**config.mk**
```make
export PLATFORM = sky130hd
export DESIGN_NAME = inversion_index_gen
export DESIGN_NICKNAME = d
export VERILOG_FILES = /design/src/rtl/inversion_index_gen.sv
export SDC_FILE = /design/constraint.sdc
export NUM_CORES = 1
export LEC_CHECK = 0
export CORE_UTILIZATION = 47
export CTS_BUF_LIST = sky130_fd_sc_hd__clkbuf_4 sky130_fd_sc_hd__clkbuf_8
export CTS_CLUSTER_DIAMETER = 80
export CTS_CLUSTER_SIZE = 14
export DETAILED_ROUTE_END_ITERATION = 10
export PLACE_DENSITY_LB_ADDON = 0.3
export SLEW_MARGIN = 40
export SYNTH_ARGS = -nofsm -noshare
export SYNTH_HDL_FRONTEND = slang
export SYNTH_SLANG_ARGS = --single-unit
```
**constraint.sdc**
```tcl
create_clock -name clk -period 10.9 [get_ports clk]
set_input_delay 2.725 -clock clk [delete_from_list [all_inputs] [get_ports clk]]
set_output_delay 2.725 -clock clk [all_outputs]
set_load 0.01 [all_outputs]
```
**src/rtl/inversion_index_gen.sv**
```systemverilog
// Pseudo-random ordered index-pair source for the inversion mutation stage.
// A 16-bit Galois LFSR feeds rejection sampling of two distinct in-range bit positions.
module inversion_index_gen #(
  parameter int unsigned GENOME_BITS = 150,
  parameter int unsigned IDX_W       = 8,
  parameter int unsigned MAX_SPAN    = 149
) (
  input  logic             clk,
  input  logic             rst,
  input  logic [15:0]      prg_seed,
  input  logic             seed_load,
  input  logic             idx_ready,
  output logic             idx_valid,
  output logic [IDX_W-1:0] idx_lo,
  output logic [IDX_W-1:0] idx_hi,
  output logic [15:0]      rej_count
);

  localparam logic [15:0]    LFSR_RST = 16'hACE1;
  localparam logic [15:0]    TAPS     = 16'hB400;
  // One extra bit so GENOME_BITS == 2^IDX_W still compares correctly.
  localparam logic [IDX_W:0] GB_LIM   = (IDX_W+1)'(GENOME_BITS);
  localparam logic [IDX_W:0] SPAN_LIM = (IDX_W+1)'(MAX_SPAN);

  typedef enum logic [1:0] {DRAW0, DRAW1, ORDER, VALID} state_t;

  state_t           state_q, state_d;
  logic [15:0]      lfsr_q, lfsr_d;
  logic [IDX_W-1:0] c0_q, c0_d, c1_q, c1_d;
  logic [IDX_W-1:0] lo_q, lo_d, hi_q, hi_d;
  logic             valid_q, valid_d;
  logic [15:0]      rej_q, rej_d;

  logic [IDX_W-1:0] cand, ord_lo, ord_hi, span;
  logic [15:0]      lfsr_step;
  logic             in_range, pair_bad, rej_inc;

  always_comb begin
    cand      = lfsr_q[IDX_W-1:0];
    in_range  = {1'b0, cand} < GB_LIM;
    lfsr_step = {1'b0, lfsr_q[15:1]} ^ (lfsr_q[0] ? TAPS : 16'h0000);
    ord_lo    = (c0_q < c1_q) ? c0_q : c1_q;
    ord_hi    = (c0_q < c1_q) ? c1_q : c0_q;
    span      = ord_hi - ord_lo;
    pair_bad  = (c0_q == c1_q) || ({1'b0, span} > SPAN_LIM);
  end

  always_comb begin
    state_d = state_q;
    lfsr_d  = lfsr_q;
    c0_d    = c0_q;
    c1_d    = c1_q;
    lo_d    = lo_q;
    hi_d    = hi_q;
    valid_d = valid_q;
    rej_inc = 1'b0;
    case (state_q)
      DRAW0: begin
        lfsr_d = lfsr_step;
        if (in_range) begin
          c0_d    = cand;
          state_d = DRAW1;
        end else begin
          rej_inc = 1'b1;
        end
      end
      DRAW1: begin
        lfsr_d = lfsr_step;
        if (in_range) begin
          c1_d    = cand;
          state_d = ORDER;
        end else begin
          rej_inc = 1'b1;
        end
      end
      ORDER: begin
        if (pair_bad) begin
          rej_inc = 1'b1;
          state_d = DRAW0;
        end else begin
          lo_d    = ord_lo;
          hi_d    = ord_hi;
          valid_d = 1'b1;
          state_d = VALID;
        end
      end
      VALID: begin
        if (valid_q && idx_ready) begin
          valid_d = 1'b0;
          state_d = DRAW0;
        end
      end
      default: state_d = DRAW0;
    endcase

    rej_d = (rej_inc && rej_q != 16'hFFFF) ? rej_q + 16'd1 : rej_q;

    // Reseed discards any pair in flight but keeps the last presented bounds and the count.
    if (seed_load) begin
      lfsr_d  = (prg_seed == 16'h0000) ? LFSR_RST : prg_seed;
      state_d = DRAW0;
      valid_d = 1'b0;
      c0_d    = c0_q;
      c1_d    = c1_q;
      lo_d    = lo_q;
      hi_d    = hi_q;
      rej_d   = rej_q;
    end
  end

  always_ff @(posedge clk or posedge rst) begin
    if (rst) begin
      state_q <= DRAW0;
      lfsr_q  <= LFSR_RST;
      c0_q    <= '0;
      c1_q    <= '0;
      lo_q    <= '0;
      hi_q    <= '0;
      valid_q <= 1'b0;
      rej_q   <= 16'h0000;
    end else begin
      state_q <= state_d;
      lfsr_q  <= lfsr_d;
      c0_q    <= c0_d;
      c1_q    <= c1_d;
      lo_q    <= lo_d;
      hi_q    <= hi_d;
      valid_q <= valid_d;
      rej_q   <= rej_d;
    end
  end

  assign idx_valid = valid_q;
  assign idx_lo    = lo_q;
  assign idx_hi    = hi_q;
  assign rej_count = rej_q;

endmodule
```
# After elaboration in Yosys (flattened, before gate mapping)
# Cells that the tools add are included.
# Widths: inputs -> output; s select.
word_totals:
  input_bits: 20
  register_bits: 67
  output_inout_bits: 33
  wordCells: 58
op_classes:
  n_mux: 19
  n_lt_le_gt_ge: 3
  bitwise: 3
  eq_ne: 9
  n_reduce_logical: 14
  add_sub_neg: 2
op_table:
  columns: ["operator", "n"]
  rows:
  - ["$mux 16", 4]
  - ["$add 16x1->16 const B", 1]
  - ["$logic_not 16->1", 1]
  - ["$mux 8", 2]
  - ["$ne 16x16->1 const B", 1]
  - ["$xor 15x16->16", 1]
  - ["$reduce_and 3->1", 5]
  - ["$ne 3x3->1 const B", 4]
  - ["$mux 2", 5]
  - ["$eq 8x8->1", 1]
  - ["$gt 8x8->1 const B", 1]
  - ["$lt 8x8->1", 1]
  - ["$lt 8x8->1 const B", 1]
  - ["$pmux 2 s4", 1]
  - ["$sub 8x8->8", 1]
  - ["$mux 1", 5]
  - ["$eq 2x2->1 const B", 2]
  - ["$pmux 1 s2", 2]
  - ["$reduce_bool 3->1", 1]
  - ["$eq 2x1->1 const B", 1]
  - ["$logic_and 1x1->1", 2]
  - ["$logic_not 2->1", 1]
  - ["$not 1->1", 2]
  - ["$reduce_and 2->1", 1]
  - ["3 further kinds", 3]

# Depth between registers and ports, before layout
logic_depth:
  ltp_word: 9
  depth_mapped: 15
  mapped_depth_nobuf: 14

# Least setup slack after synthesis
# Ideal clock, no wire load.
synth_timing:
  path_type: "input -> register"
  from: "in seed_load"
  to: "reg rej_q[14] (netlist: rej_count[14])"
  arrival_time_ns: 4.076
  slack_ns: 6.699
  setup_ns: 0.125
  path_buffers: 1
  required_ns: 10.775
  path_stages: 6
  cell_sequence: "nor2b_1 -> or3b_2 -> o22ai_4 -> buf_6 -> nand4_1 -> xnor2_1"
synth_between:
  elab_chain_cells: 2
synth_lines:
  columns: ["element", "line_no", "rtl"]
  rows:
  - ["start, declared", "11", "input logic seed_load,"]
  - ["$not 1->1 (no source line)", null, null]
  - ["$reduce_and 2->1 (no source line)", null, null]
  - ["end signal, assigned", "129", "rej_q <= rej_d;"]
  - ["end, declared", "32", "logic [15:0] rej_q, rej_d;"]
# Every way passes these cells.
# A chain may end at the register's enable or synchronous reset.

# Worst setup path in the final report
layout_timing:
  from: "in seed_load"
  to: "reg rej_q[1] (netlist: rej_count[1])"
# Same word-level chain as after synthesis.

==> flow_summary_export.csv <==
group,metric,value,unit
cells_and_area,fill_cells,656,
floorplanning,dieHeight,90.71,µm
routing,first_pass_iters,4,
power_and_ir_drop,finalPower,0.001421,W
logic_synthesis,synth_async_sr_flop_share,100.0,%
floorplanning,num_rows,31,
routing,route.detailed.drc,0,
logic_synthesis,synth_area_leader_cell,"dfrtp_1",
global_routing,grt_pass1_wl,13670,µm
clock_tree,ctsLongestPathBuffers,2,
routing,wire_per_inst,14.27,µm
clock_tree,cts_tree,"yes",
setup_path,critPathKind,"in2reg",
logic_synthesis,syn-cell-area,0.003699,mm²
clock_tree,numCtsBuffers,9,
timing,drv_slew,0,
timing,finalClockSkew,0.01451,ns
routing,routed_via_density,5.384,
routing,drtIter0Drc,119,
clock_tree,clock_sinks,67,
setup_path,crit_path_start,"seed_load",
setup_path,path_max_fanout,31,
global_routing,grtUsageTotal,20.66,%
timing,rsz0062_at_grt,"no",
cells_and_area,multi_input_area,0.001883,mm²
logic_synthesis,ys_ff_latch,67,
run,drv_cap,0,
logic_synthesis,syn_area_per_cell,9.483,µm²
timing,setup_viol,0,
timing,period_minus_slack,4.715,ns
setup_path,arrival,4.95,ns
floorplanning,fp.dieArea,0.008228,mm²
placed_design,dpl.hpwl,5549,µm
run_status,outcome,"completed",
logic_synthesis,synth_nets,419,
setup_path,cp-start-kind,"primary input",
placed_design,gp_congestion,0.8748,
timing,setup_slack,6.185,ns
worst_hold_path,worst_hold_startpoint,"lfsr_q[10]",
timing,worst_pin_slew,0.6764,ns
logic_synthesis,yosysWarnings,0,
cells_and_area,nets,469,
routing,ant_nets,0,
clock_tree,hold_buffers,0,
floorplanning,die_w,90.71,µm
setup_path,end_kind,"flop",
cells_and_area,stdcell_count,544,
logic_synthesis,synth_top_area_share,39.92,%
cells_and_area,regArea,0.001688,mm²
logic_synthesis,synth_edf_count,0,
placed_design,io_buffers,52,
logic_synthesis,synth_area_leaders,"dfrtp_1 (40%), nand2_1 (6.0%), dfstp_2 (5.7%)",
setup_path,worstPathRequired,11.14,ns
clock_tree,clock_latency,0.35,ns
clock_tree,cts_resized,0,
worst_hold_path,hp-class,"reg2reg",
timing,fmax,212.1,MHz
global_routing,grt_pass1_vias,2792,
logic_synthesis,ys.flop_type,"dfrtp_1",
power_and_ir_drop,peakVddDrop,134.0,µV
power_and_ir_drop,p_per_area,314.3,mW/mm²
timing,fin_setup_tns,0,ns
timing,relSlewSlack,54.60,%
clock_tree,clk_pin_slew,0.08,ns
floorplanning,num_io_pins,53,
timing,timing.final.hold_violations,0,
logic_synthesis,synth.top_cells.by_count,"dfrtp_1 (59), nand2_1 (59), nor2_1 (27)",
global_routing,grt_start_max_net_pins,68,
cells_and_area,drive_gt1_share,12.81,%
logic_synthesis,synth_cell_types,56,
global_routing,grt-ovfl-total,0,
setup_path,r2r-start,"c1_q[1]",
global_routing,antenna_found_initial,0,
timing,post-route-period-util,43.26,%
clock_tree,root_buffer,"clkbuf_8",
cells_and_area,area_growth,22.26,%
placed_design,post-place-cells,528,
logic_synthesis,syn_inst,390,
routing,vias,2929,
floorplanning,coreArea,0.007447,mm²
clock_tree,h-tree-depth,3,
power_and_ir_drop,cellLeakagePower,1.892,nW
routing,wl,7762,µm
clock_tree,cts_setup_buffers,0,
cells_and_area,diodes,0,
logic_synthesis,synth_seq_area_share,45.60,%
placed_design,pre_cts_slack,5.825,ns
floorplanning,start_util,49.66,%
[state kept, by name, indices dropped and copies added, names as in the netlist]
register,flops
lfsr_q,16
rej_count,16
c0_q,8
c1_q,8
idx_hi,8
idx_lo,8
state_q,2
idx_valid,1
[final timing paths]
kind / cells after the start / slack [ns] / endpoint
worst max-delay path: 6 / 6.19 / rej_count[1]
worst min register to register: 2 / 0.48 / lfsr_q[10]
worst max register to register: 13 / 6.35 / idx_hi[4]
worst min-delay path: 2 / 0.48 / lfsr_q[10]
min in group asynchronous: 3 / 2.85 / idx_lo[7]
max in group asynchronous: 3 / 7.62 / state_q[1]
[area by class of cell]
class | count | share of cell area (%)
Sequential cell | 67 | 37.33
Timing Repair Buffer | 55 | 12.09
Clock buffer | 9 | 2.739
Clock inverter | 7 | 2.214
Inverter | 15 | 1.245
Multi-Input combinational cell | 292 | 41.64
Tap cell | 99 | 2.739
[worst max-delay path, cell delays in order]
cell and delay (ns):
clkdlybuf4s50_1 0.40, buf_4 0.22, nor2b_1 0.29, or3b_2 0.51, o22ai_4 0.42, mux2_2 0.38
[power by group]
part | total [W] | leakage [nW] | switching (W) | internal, W
Sequential | 0.000421 | 0.837 | 0.0000886 | 0.000333
Clock | 0.000230 | 0.114 | 0.0000994 | 0.000130
Combinational | 0.000770 | 0.942 | 0.000429 | 0.000341
Total | 0.00142 | 1.89 | 0.000617 | 0.000804
[cell usage in the layout, fill, tap and decap left out, drive strengths merged, types with 3 or more instances in the layout]
master and count:
nor4 5, nand4 6, nor2b 4, clkdlybuf4s50 52, ha 9, dfstp 8
a21o 3, o22ai 3, nand3b 4, mux2i 9, mux2 16, a21oi 26
xor2 4, o22a 7, buf 3, a21boi 3, dfrtp 59, nand2b 4
clkinv 4, nand2 59, nor2 27, o21ai 41, o21a 5, xnor2 19
nor3 5, nand3 13, clkbuf 9, inv 16
[through the flow]
stage / cell area (µm²) / utilization (%) / hold slack (ns)
4_1_cts: 4517 / 60.65 / 0.4815
3_3_place_gp: 4290 / 57.61 / 0.4672
5_1_grt: 4522 / 60.72 / 0.5065
6_report: 4522 / 60.72 / 0.4790
2_1_floorplan: 3699 / - / 0.4388
3_5_place_dp: 4293 / 57.64 / 0.4662
[routing by layer]
| layer | global-route usage, % | routed length (µm) | vias to the layer above |
|---|---|---|---|
| met3 | 3.030 | 308 | 14 |
| li1 | - | - | 1477 |
| met4 | 9.005 | 159 | 0 |
| met1 | 30.98 | 3963 | 1366 |
| met5 | 0 | 0 | - |
| met2 | 29.42 | 3331 | 72 |
[logic make-up (layout without fill, tap and decap cells)]
kind of cell,after synthesis,after routing,synth area share (%)
adder cells (fa/ha/maj),9,9,3.045
multiplexers,25,25,7.307
flip-flops,67,67,45.60
AO/OA/AOI/OAI,100,100,17.69
AND/OR/NAND/NOR,135,135,17.35
XOR/XNOR,23,23,5.446
buffers and inverters,31,86,3.552
Power figures use the tool's default switching activity.
